File: src/rtl/term_pkg.sv
// Shared constants for the console path: feeder FSM states and the control
// characters the text engine interprets.
package term_pkg;

  typedef logic [7:0] byte_t;

  localparam logic [0:0] ST_IDLE = 1'b0;
  localparam logic [0:0] ST_HOLD = 1'b1;

  localparam byte_t CH_LF = 8'h0A;
  localparam byte_t CH_CR = 8'h0D;
  localparam byte_t CH_FF = 8'h0C;
  localparam byte_t CH_BS = 8'h08;

endpackage

File: src/rtl/term_fifo.sv
// Circular byte FIFO with a registered occupancy counter and sticky overflow.
// Read data is the entry at the read pointer; a push is never visible the same cycle.
module term_fifo
  import term_pkg::*;
#(
  parameter int DEPTH_LOG2 = 4
) (
  input  logic                clk25,
  input  logic                rst,
  input  logic                push_i,
  input  byte_t               push_data_i,
  input  logic                pop_i,
  output byte_t               rd_data_o,
  output logic [DEPTH_LOG2:0] count_o,
  output logic                full_o,
  output logic                empty_o,
  output logic                overflow_o
);

  localparam int                    DEPTH    = 1 << DEPTH_LOG2;
  localparam logic [DEPTH_LOG2:0]   FULL_CNT = (DEPTH_LOG2 + 1)'(DEPTH);
  localparam logic [DEPTH_LOG2:0]   CNT_ONE  = (DEPTH_LOG2 + 1)'(1);
  localparam logic [DEPTH_LOG2-1:0] PTR_ONE  = DEPTH_LOG2'(1);

  byte_t                 mem_q [DEPTH];
  logic [DEPTH_LOG2-1:0] wr_ptr_q, wr_ptr_d;
  logic [DEPTH_LOG2-1:0] rd_ptr_q, rd_ptr_d;
  logic [DEPTH_LOG2:0]   count_q, count_d;
  logic                  overflow_q, overflow_d;
  logic                  push_ok_s, pop_ok_s;

  // Full check uses the pre-cycle count, so a simultaneous pop cannot rescue a push.
  assign full_o     = (count_q == FULL_CNT);
  assign empty_o    = (count_q == '0);
  assign push_ok_s  = push_i & ~full_o;
  assign pop_ok_s   = pop_i & ~empty_o;
  assign rd_data_o  = mem_q[rd_ptr_q];
  assign count_o    = count_q;
  assign overflow_o = overflow_q;

  always_comb begin
    wr_ptr_d   = push_ok_s ? wr_ptr_q + PTR_ONE : wr_ptr_q;
    rd_ptr_d   = pop_ok_s ? rd_ptr_q + PTR_ONE : rd_ptr_q;
    overflow_d = overflow_q | (push_i & full_o);
    case ({push_ok_s, pop_ok_s})
      2'b10:   count_d = count_q + CNT_ONE;
      2'b01:   count_d = count_q - CNT_ONE;
      default: count_d = count_q;
    endcase
  end

  always_ff @(posedge clk25 or posedge rst) begin
    if (rst) begin
      wr_ptr_q   <= '0;
      rd_ptr_q   <= '0;
      count_q    <= '0;
      overflow_q <= 1'b0;
    end else begin
      wr_ptr_q   <= wr_ptr_d;
      rd_ptr_q   <= rd_ptr_d;
      count_q    <= count_d;
      overflow_q <= overflow_d;
    end
  end

  // Storage is deliberately left unreset.
  always_ff @(posedge clk25) begin
    if (push_ok_s) begin
      mem_q[wr_ptr_q] <= push_data_i;
    end
  end

endmodule

File: src/rtl/term_feeder.sv
// Rate matcher between the core's console byte stream and the text engine:
// queues bytes and issues one per engine-ready window, then holds off HOLD cycles.
module term_feeder
  import term_pkg::*;
#(
  parameter int DEPTH_LOG2 = 4,
  parameter int HOLD       = 2
) (
  input  logic                clk25,
  input  logic                rst,
  input  logic                in_wr,
  input  logic [7:0]          in_data,
  output logic                in_full,
  output logic                out_wr,
  output logic [7:0]          out_data,
  input  logic                out_ready,
  output logic [DEPTH_LOG2:0] count,
  output logic                overflow
);

  localparam logic [3:0] HOLD_CNT = 4'(HOLD);

  logic [0:0] state_q, state_d;
  logic [3:0] hold_cnt_q, hold_cnt_d;
  logic       out_wr_q, out_wr_d;
  byte_t      out_data_q, out_data_d;
  logic       pop_s;
  logic       empty_s;
  byte_t      rd_data_s;

  term_fifo #(
    .DEPTH_LOG2(DEPTH_LOG2)
  ) u_fifo (
    .clk25      (clk25),
    .rst        (rst),
    .push_i     (in_wr),
    .push_data_i(in_data),
    .pop_i      (pop_s),
    .rd_data_o  (rd_data_s),
    .count_o    (count),
    .full_o     (in_full),
    .empty_o    (empty_s),
    .overflow_o (overflow)
  );

  // HOLD masks out_ready while the engine's ready flag lags behind our strobe.
  always_comb begin
    state_d    = state_q;
    hold_cnt_d = hold_cnt_q;
    out_wr_d   = 1'b0;
    out_data_d = out_data_q;
    pop_s      = 1'b0;
    case (state_q)
      ST_IDLE: begin
        if (!empty_s && out_ready) begin
          out_wr_d   = 1'b1;
          out_data_d = rd_data_s;
          pop_s      = 1'b1;
          hold_cnt_d = HOLD_CNT;
          state_d    = ST_HOLD;
        end else begin
          state_d = ST_IDLE;
        end
      end
      ST_HOLD: begin
        hold_cnt_d = hold_cnt_q - 4'd1;
        if (hold_cnt_q == 4'd1) begin
          state_d = ST_IDLE;
        end else begin
          state_d = ST_HOLD;
        end
      end
      default: begin
        state_d = ST_IDLE;
      end
    endcase
  end

  always_ff @(posedge clk25 or posedge rst) begin
    if (rst) begin
      state_q    <= ST_IDLE;
      hold_cnt_q <= 4'd0;
      out_wr_q   <= 1'b0;
      out_data_q <= 8'h00;
    end else begin
      state_q    <= state_d;
      hold_cnt_q <= hold_cnt_d;
      out_wr_q   <= out_wr_d;
      out_data_q <= out_data_d;
    end
  end

  assign out_wr   = out_wr_q;
  assign out_data = out_data_q;

endmodule

File: config.mk
export PLATFORM = sky130hd
export DESIGN_NAME = term_feeder
export DESIGN_NICKNAME = d
export VERILOG_FILES = /design/src/rtl/term_pkg.sv /design/src/rtl/term_fifo.sv /design/src/rtl/term_feeder.sv
export SDC_FILE = /design/constraint.sdc
export NUM_CORES = 1
export LEC_CHECK = 0
export CORE_MARGIN = 2
export CORE_UTILIZATION = 30
export DETAILED_ROUTE_END_ITERATION = 8
export GPL_TIMING_DRIVEN = 0
export PLACE_DENSITY = 0.45
export SLEW_MARGIN = 10
export SYNTH_ARGS = -nofsm -noshare
export SYNTH_HDL_FRONTEND = slang
export SYNTH_HIERARCHICAL = 1
export SYNTH_SLANG_ARGS = --single-unit
File: constraint.sdc
create_clock -name clk25 -period 2.7 [get_ports clk25]
set_input_delay 0.405 -clock clk25 [delete_from_list [all_inputs] [get_ports clk25]]
set_output_delay 0.405 -clock clk25 [all_outputs]
set_load 0.005 [all_outputs]
; Yosys cells after proc, flatten, opt, wreduce, memory -nomap -nowiden
; Memories as Yosys holds them, arrays and structs flattened. A register that Yosys moved wholly into a read port is not among the register bits.
; Index checks and enable logic that the tools add are counted.
; Widths: inputs -> output; s select.
[word_totals]
register_bits = 20
elab_cells = 39
ramBits = 128
out_inout_bits = 16
mem_count = 1
input_bits = 12
[mem_list]
columns = memory, depth, word_bits, read_ports, rd_ports_with_merged_regs, wr, line_no
row1 = u_fifo.mem_q, 16, 8, 1, 1, 1, term_fifo.sv:25  ; byte_t mem_q [DEPTH];
[classes]
addsub = 5
n_reduce_logical = 5
mux = 9
eq_ne = 5
bitwise_logic = 7
[op_table]
columns = op, n
row1 = $pmux 5 s2, 1
row2 = $add 4x1->4 const B, 2
row3 = $pmux 4 s2, 1
row4 = $add 5x1->5 const B, 1
row5 = $eq 5x5->1 const B, 1
row6 = $logic_not 5->1, 1
row7 = $mux 1, 5
row8 = $sub 5x1->5 const B, 1
row9 = $eq 4x1->1 const B, 1
row10 = $mux 4, 1
row11 = $sub 4x1->4 const B, 1
row12 = $and 1x1->1, 3
row13 = $not 1->1, 3
row14 = $eq 2x1->1 const B, 1
row15 = $eq 2x2->1 const B, 1
row16 = $ne 2x2->1 const B, 1
row17 = $pmux 1 s2, 1
row18 = $reduce_and 2->1, 1
row19 = $reduce_bool 2->1, 1
row20 = $logic_and 1x1->1, 1
row21 = $logic_not 1->1, 1
row22 = $or 1x1->1, 1

; Longest topological paths before layout
; Gate-level depths: netlist of run 1.
[logic_depth]
ltp_word = 8
ltp_mapped = 14
ltp_nobuf = 12

; By module
; Netlist of run 1, hierarchy kept.
[by_module_without_submodules]
columns = module, cells_per_inst, area_each_um2, seq_area_each_um2, n_inst
row1 = term_fifo, 335, 5821.8, 4194.0, 1
row2 = term_feeder, 42, 595.6, 350.3, 1

; Worst setup path after synthesis of run 1
; No wires, ideal clock.
[synth_timing]
kind = register -> register
startpoint = register u_fifo.count_q[0], in the netlist u_fifo/count_o[0]
endpoint = register u_fifo.count_q[4], in the netlist u_fifo/count_o[4]
slack_ns = -0.178
period_less_slack_ns = 2.878
setup_ns = 0.124
t_required_ns = 2.576
n_path_buf = 2
t_arrival_ns = 2.754
stages_incl_launch_ff = 14
path_cell_list = dfrtp_1 > nor4_2 > and2b_1 > nor3b_2 > buf_6 > nor2b_1 > buf_6 > ha_1 > ha_1 > nor2b_1 > o21ai_0 > a21oi_1 > or3b_1 > xnor2_1
[synth_via]
elab_chain_len = 8
word_cells_on_any_way = 16
cone_classes = add/sub: 2 / eq/ne: 3 / mux: 3 / bitwise: 4 / reduce/logical: 4
[synth_lines]
columns = item, line_no
row1 = start: declaration, term_fifo.sv:28  ; logic [DEPTH_LOG2:0] count_q, count_d;
row2 = start signal: assignment, term_fifo.sv:61  ; count_q <= count_d;
row3 = $logic_not 5->1 (*), term_fifo.sv:34  ; assign empty_o = (count_q == '0);
row4 = named net empty_s, term_feeder.sv:28  ; logic empty_s;
row5 = $logic_not 1->1 (*), term_feeder.sv:55  ; if (!empty_s && out_ready) begin
row6 = $logic_and 1x1->1 (*), term_feeder.sv:55
row7 = $mux 1 (*) (2 in a row), n/a
row8 = named net out_wr_d, term_feeder.sv:25  ; logic out_wr_q, out_wr_d;
row9 = $and 1x1->1 (*), term_fifo.sv:36  ; assign pop_ok_s = pop_i & ~empty_o;
row10 = named net u_fifo.pop_ok_s, term_fifo.sv:30  ; logic push_ok_s, pop_ok_s;
row11 = $eq 2x1->1 or $eq 2x2->1 (tied branches), term_fifo.sv:45  ; case ({push_ok_s, pop_ok_s})
row12 = $pmux 5 s2 or $reduce_bool 2->1 (tied branches), n/a
; Mark *: on every way through the listed nets, which the timed path passes. The rest lies on a longest branch.
; A chain may end at the register's enable or synchronous reset.

; Worst setup path in the final report of run 1
[layout_timing]
startpoint = register u_fifo.count_q[1], in the netlist u_fifo/count_o[1]
endpoint = register u_fifo.count_q[4], in the netlist u_fifo/count_o[4]
[layout_via]
elab_chain_len = 8
word_cells_on_any_way = 16
cone_classes = add/sub: 2 / eq/ne: 3 / mux: 3 / bitwise: 4 / reduce/logical: 4
[layout_lines]
columns = item, line_no
row1 = $logic_not 5->1 (*), term_fifo.sv:34
row2 = named net empty_s, term_feeder.sv:28
row3 = $logic_not 1->1, term_feeder.sv:55
row4 = $logic_and 1x1->1, term_feeder.sv:55
row5 = $mux 1, term_feeder.sv:55
row6 = $mux 1, term_feeder.sv:53  ; case (state_q)
row7 = $and 1x1->1 (*), term_fifo.sv:36
row8 = $eq 2x1->1 or $eq 2x2->1 (tied branches), term_fifo.sv:45
row9 = $pmux 5 s2 or $reduce_bool 2->1 (tied branches), n/a
; Marks and branches as above.

==> run summary, run 1 <==
Post-Syn Area - 6420 µm²
initial antenna violation count - 0
fin. max-slew vios - 0
dpl ws - -0.410 ns
count of cell types in the netlist - 37
TritonCTS clock tree - done
hold buffer count at cts - 0
Final Cycle Share - 98.7%
TritonCTS buffer count - 17
CTS Buffer Depth - 2
Root Buffer - clkbuf_16
Static Leak - 2.71 nW
Final Setup Violations - 0
net total in the final layout - 454
DRC viols - 0
DRT iter0 DRCs - 206
DR vias - 3,315
Crit Path Category - reg -> reg
Remaining Overflow, GRT - 0
H-tree levels - 4
gpl congestion - 0.786
Syn Area/Cell - 17.0 µm²
fmax - 0.375 GHz
max-cap violations - 0
critical path's largest stage delay - 0.39 ns
Detailed Place HPWL - 9.56 mm
Die Y - 150 µm
Worst Tran Pin Value - 0.891 ns
largest net degree at the start of global routing - 17
Clock Latency Late Sink - 0.42 ns
Req. time, crit path - 3.00 ns
critical path peak fanout - 4
Seq cells post-synth - 156
WHS - 0.362 ns
Synth top area share - 59.9%
Worst Setup Start Kind - register
core area - 21,000 µm²
Crit-path slowest cell - dfrtp_2
DR pass1 iterations - 4
final instance area - 7750 µm²
register area share after synthesis - 70.8%
port buffer count - 27
Yosys top cell by area - edfxtp_1
worst-path cell chain - nor4_4, and2b_2, nor3b_4, nor2b_4, ha_4, inv_4, fa_2, nor2b_1, o21ai_1, nand3_1, or3b_4, xnor2_2
Detail Route Antenna Nets - 0
Tmin final - 2.66 ns
Synth Area in Compound Gates - 4.76%
Die Wd - 150 µm
Power Density - 1090 nW/µm²
total clock sinks - 156
clock skew - 0.0145 ns
Synth Warn # - 6
post-synthesis xor/xnor area fraction - 1.36%
share of cells above drive strength 1 - 22.8%
vias in the first global route - 3,434
WL/cell - 20.1 µm
largest family of logic cells by synthesized area - multiplexers
Power Total - 8.47 mW
n_diodes - 0
final hold vios - 0
Post-DP Area - 7080 µm²
Post-Synthesis Net Count - 401
PnR worst setup slack - 0.0354 ns
crit path capture type - register
Hold Crit Class - in -> async
WP data arrival - 2.97 ns
Starting Density - 30.5%
ranking of synthesized cells by area - edfxtp_1, dfrtp_1, mux4_2, mux2i_1, mux2_2
first-pass GRT wire length - 21.5 mm
io pins - 28
all-layer global routing usage - 13.7%
status - complete, no violations
multiplexer share of the synthesized area - 13.0%
row count - 53
Fillers - 1,979
drt total wl - 14.4 mm
Clock transition at path regs - 0.06 ns
worst rel slew slack - 40.4%
adder-cell share of the synthesized area - 2.46%
die area - 22,600 µm²
Post-Synthesis Cells - 377
RSZ-0062 raised after global routing - yes
Via density - 4.62
VDD IR max - 533 µV
Area Growth Syn to Fin - 20.8%
Synth Area in Simple Gates - 4.66%
[cell type report]
type                            instances  area [µm²]  area share (%)
Clock inverter                         12         146            1.89
Tap cell                              275         344            4.44
Clock buffer                           20         437            5.63
Multi-Input combinational cell        190        1770            22.8
Buffer                                 16         119            1.53
Sequential cell                       156        4550            58.7
Timing Repair Buffer                   37         345            4.45
Inverter                               12        47.5           0.613
[Yosys cell counts, drive strengths merged]
cell type	n
fa	1
o21ai	21
nor2	15
a22oi	8
xnor2	7
buf	15
edfxtp	128
mux2	19
nand3b	1
nand2b	2
mux4	16
dfrtp	28
and2	2
xor2	3
nand3	2
clkbuf	4
or3b	1
a21o	2
a221oi	8
nor4bb	1
nor2b	4
and2b	1
a21oi	11
nand4	1
nor4b	1
mux2i	25
ha	11
inv	12
nor3	5
nor3b	1
nor4	1
nand2	20
[final timing paths]
| check | cells past startpoint | start | to | slack (ns) |
|---|---|---|---|---|
| setup / recovery | 12 | u_fifo/count_o[1]$_DFFE_PP0P_ | u_fifo/count_o[4]$_DFFE_PP0P_ | 0.04 |
| setup reg to reg | 12 | u_fifo/count_o[1]$_DFFE_PP0P_ | u_fifo/count_o[4]$_DFFE_PP0P_ | 0.04 |
| max in group asynchronous | 2 | rst | u_fifo/count_o[1]$_DFFE_PP0P_ | 1.90 |
| hold reg to reg | 1 | u_fifo/overflow_o$_DFF_PP0_ | u_fifo/overflow_o$_DFF_PP0_ | 0.46 |
| min in group clk25 | 1 | u_fifo/overflow_o$_DFF_PP0_ | u_fifo/overflow_o$_DFF_PP0_ | 0.46 |
| hold / removal | 2 | rst | out_data[3]$_DFFE_PP0P_ | 0.36 |
[cells by family (layout without fill, tap and decap cells)]
logic type,after synthesis,after routing
compound gates,50,50
xor+xnor,10,10
fa+ha+maj,12,12
buf+inv,31,97
flops,156,156
mux,60,60
simple gates,58,58
[power by group]
part | internal, mW | leakage (nW) | switching [mW]
Combinational | 1.33 | 0.949 | 1.53
Sequential | 3.03 | 1.48 | 0.206
Clock | 1.45 | 0.275 | 0.922
[sequential cells by signal, indices dropped and copies added, names as in the netlist]
signal	count
hold_cnt_q	4
u_fifo/rd_ptr_q	4
out_wr	1
state_q	1
u_fifo/count_o	5
u_fifo/wr_ptr_q	4
u_fifo/mem_q	128
u_fifo/overflow_o	1
out_data	8
[stage by stage]
stage / TNS (ns) / util (%) / std cells
6_report: 0 / 36.9 / 718
5_1_grt: -0.0838 / 36.9 / 718
4_1_cts: 0 / 36.8 / 717
3_5_place_dp: -0.531 / 33.7 / 679
3_3_place_gp: -8.56 / 33.6 / 679
2_1_floorplan: -0.0554 / - / 377
[cell usage in the layout (no fill, tap or decap), types with 2 or more instances in the layout]
master	count
edfxtp_1	128
clkdlybuf4s50_1	27
mux2i_1	25
dfrtp_1	24
o21ai_0	20
nand2_1	19
mux2_2	17
clkbuf_16	17
mux4_2	16
nor2_1	15
a21oi_1	11
inv_1	11
buf_4	10
ha_1	9
a221oi_1	8
a22oi_1	8
clkbuf_1	7
xnor2_1	6
buf_6	5
clkinv_1	4
buf_2	4
nor3_2	4
dfrtp_2	4
nor2b_1	3
bufinv_16	3
xor2_1	3
mux2_4	2
clkinvlp_4	2
clkinv_4	2
buf_1	2
nand2b_1	2
a21o_1	2
nand3_1	2
ha_4	2
[routing by layer]
| layer | global-route usage (%) | wire length [µm] | vias up |
|---|---|---|---|
| met5 | 0 | 0 | - |
| met1 | 19.4 | 7080 | 1705 |
| met2 | 20.6 | 6820 | 45 |
| met4 | 5.00 | 146 | 0 |
| li1 | - | - | 1553 |
| met3 | 3.33 | 369 | 12 |
[worst max-delay path: cells and delay by family (launching register included)]
family / cells / cell delay [ns]
AND/OR/NAND/NOR: 7 / 1.36
adder cells (fa/ha/maj): 2 / 0.54
flip-flops: 1 / 0.39
XOR/XNOR: 1 / 0.13
AO/OA/AOI/OAI: 1 / 0.08
buffers and inverters: 1 / 0.04
[repair_timing]
action | 4_1_cts | 5_1_grt
setup endpoints to repair | 2 | 1
pin swaps | 8 | 9
resized for setup | 11 | 3
setup buffers | 8 | 2
Note: power is estimated with default switching activity, not from simulation.
==> run 2, diff against run 1 <==
Settings changed: CORE_ASPECT_RATIO set to 1.2, CORE_UTILIZATION 30 to 55, CTS_BUF_LIST set to sky130_fd_sc_hd__clkbuf_2, PLACE_DENSITY 0.45 to 0.74.
==> run summary, run 2 (same netlist as run 1, synthesis figures left out) <==
Crit Path Category - reg -> reg
most common cell after layout, fill and taps aside - edfxtp_1
DR vias - 3,429 (+3.4%)
status - finished, violations left
PnR worst setup slack - -0.00741 ns (-0.0428 ns)
crit path capture type - register
io pins - 28 (unchanged)
port buffer count - 27 (unchanged)
fmax - 0.369 GHz (-1.6%)
clock skew - 0.0331 ns (+0.0186 ns)
fin util - 63.4% (+26 points)
Detailed Place HPWL - 8.39 mm (-12%)
Placed Cells - 561 (-17%)
CTS Buffer Depth - 2 (unchanged)
Starting Density - 56.0% (+25 points)
Buf+Inv Stages, Crit Path - 2 (+1)
Final Cycle Share - 100% (+1.6 points)
failing checks - setup timing
Worst Tran Pin Value - 1.22 ns (+0.332 ns)
Static Leak - 2.57 nW (-5.0%)
Worst setup startpoint - u_fifo/count_o[2]$_DFFE_PP0P_
Most flops, register - u_fifo/mem_q
net total in the final layout - 456 (+0.44%)
Area Growth Syn to Fin - 13.2%
Tmin final - 2.71 ns (+0.0428 ns)
Power Total - 7.27 mW (-14%)
WL/cell - 21.0 µm (+4.6%)
Hold Crit Class - in -> async
max reg flops - 128 (unchanged)
WP data arrival - 3.30 ns (+0.33 ns)
Power Density - 1000 nW/µm² (-8.4%)
share of cells above drive strength 1 - 23.6% (+0.80 points)
H-tree levels - 4 (unchanged)
Die Y - 122 µm (-19%)
worst rel slew slack - 17.8% (-23 points)
first-pass GRT wire length - 18.6 mm (-14%)
final instance area - 7260 µm² (-6.3%)
hold buffer count at cts - 0 (unchanged)
DRC viols - 0 (unchanged)
TritonCTS clock tree - done
fin. max-slew vios - 0 (unchanged)
Post-DP Area - 6910 µm² (-2.4%)
final hold vios - 0 (unchanged)
Worst Setup Start Kind - register
CP top delay family - simple AND/OR/NAND/NOR gates
drt total wl - 12.7 mm (-12%)
TritonCTS buffer count - 17 (unchanged)
die area - 12,600 µm² (-44%)
Via density - 5.69 (+23%)
most frequent cells in the layout - edfxtp_1, dfrtp_1, clkdlybuf4s50_1, mux2i_1, o21ai_0
worst-path cell chain - nor4_4, and2b_2, nor3b_4, buf_6, nor2b_4, ha_4, inv_4, fa_2, nor2b_2, o21ai_2, nand3_1, or3b_4, xnor2_1
Req. time, crit path - 3.30 ns (+0.30 ns)
gpl congestion - 0.842 (+7.2%)
row count - 43 (-19%)
max-cap violations - 0 (unchanged)
RSZ-0062 raised after global routing - yes
total clock sinks - 156 (unchanged)
final std cells w/o fill - 603 (-16%)
Crit-path slowest cell - dfrtp_2
vias in the first global route - 3,376 (-1.7%)
Root Buffer - clkbuf_2
Detail Route Antenna Nets - 0 (unchanged)
critical path peak fanout - 4 (unchanged)
worst reg2reg path startpoint - u_fifo/count_o[2]$_DFFE_PP0P_
Clock Latency Late Sink - 0.70 ns (+0.28 ns)
largest net degree at the start of global routing - 17 (unchanged)
Die Wd - 103 µm (-32%)
VDD IR max - 445 µV (-17%)
DRT iter0 DRCs - 212 (+2.9%)
core area - 11,500 µm² (-45%)
critical path's largest stage delay - 0.44 ns (+0.05 ns)
initial antenna violation count - 1 (+1)
Final Setup Violations - 1 (+1)
Remaining Overflow, GRT - 0 (unchanged)
all-layer global routing usage - 21.2% (+7.5 points)
Clock transition at path regs - 0.21 ns (+0.15 ns)
Fillers - 857 (-57%)
DR pass1 iterations - 5 (+1)
-- run 2: layer usage --
metal  share of wire, %  track usage [%]  vias to the layer above
li1                   -                -                     1555
met5                  0                0                        -
met2                 52             34.6                      113
met1                 41             27.6                     1738
met3                5.6             5.30                       23
met4                2.3             8.08                        0
-- run 2: where the power goes --
group	internal (mW)	total, mW	switching, mW
Combinational	1.35	2.82	1.47
Sequential	3.02	3.23	0.209
Clock	0.427	1.22	0.796
Total	4.79	7.27	2.48
-- run 2: path summary, 6_finish.rpt --
check,depth (start not counted),slack [ns],endpoint
hold / removal,2,0.05,out_data[6]$_DFFE_PP0P_
min in group clk25,2,0.30,u_fifo/overflow_o$_DFF_PP0_
max in group asynchronous,2,2.14,u_fifo/count_o[0]$_DFFE_PP0P_
setup reg to reg,13,-0.007,u_fifo/count_o[4]$_DFFE_PP0P_
setup / recovery,13,-0.007,u_fifo/count_o[4]$_DFFE_PP0P_
hold reg to reg,1,0.48,u_fifo/overflow_o$_DFF_PP0_
-- run 2: timing repair --
item / in CTS / in global routing
buffers inserted: 10 / 1
endpoints found under the hold margin: 0 / 0
pin swaps: 8 / 7
resized for setup: 9 / 6
endpoints found under the setup margin: 2 / 1
-- run 2: cell type report --
cell class / count / area (µm²) / area share, %
Clock buffer: 18 / 90.1 / 1.24
Tap cell: 157 / 196 / 2.71
Buffer: 17 / 130 / 1.79
Clock inverter: 14 / 143 / 1.96
Antenna cell: 1 / 2.50 / 0.0345
Inverter: 12 / 47.5 / 0.655
Multi-Input combinational cell: 190 / 1750 / 24.2
Timing Repair Buffer: 38 / 352 / 4.84
Sequential cell: 156 / 4550 / 62.6
-- run 2: per-stage QoR --
stage	hold WS, ns	setup WS (ns)	setup TNS, ns
floorplan	0.294	-0.0554	-0.0554
global placement	0.437	-0.383	-1.99
detailed placement	0.443	-0.444	-2.56
CTS	0.0151	0.0189	0
global route	0.0261	-0.0956	-0.0956
finish	0.0479	-0.00741	-0.00741
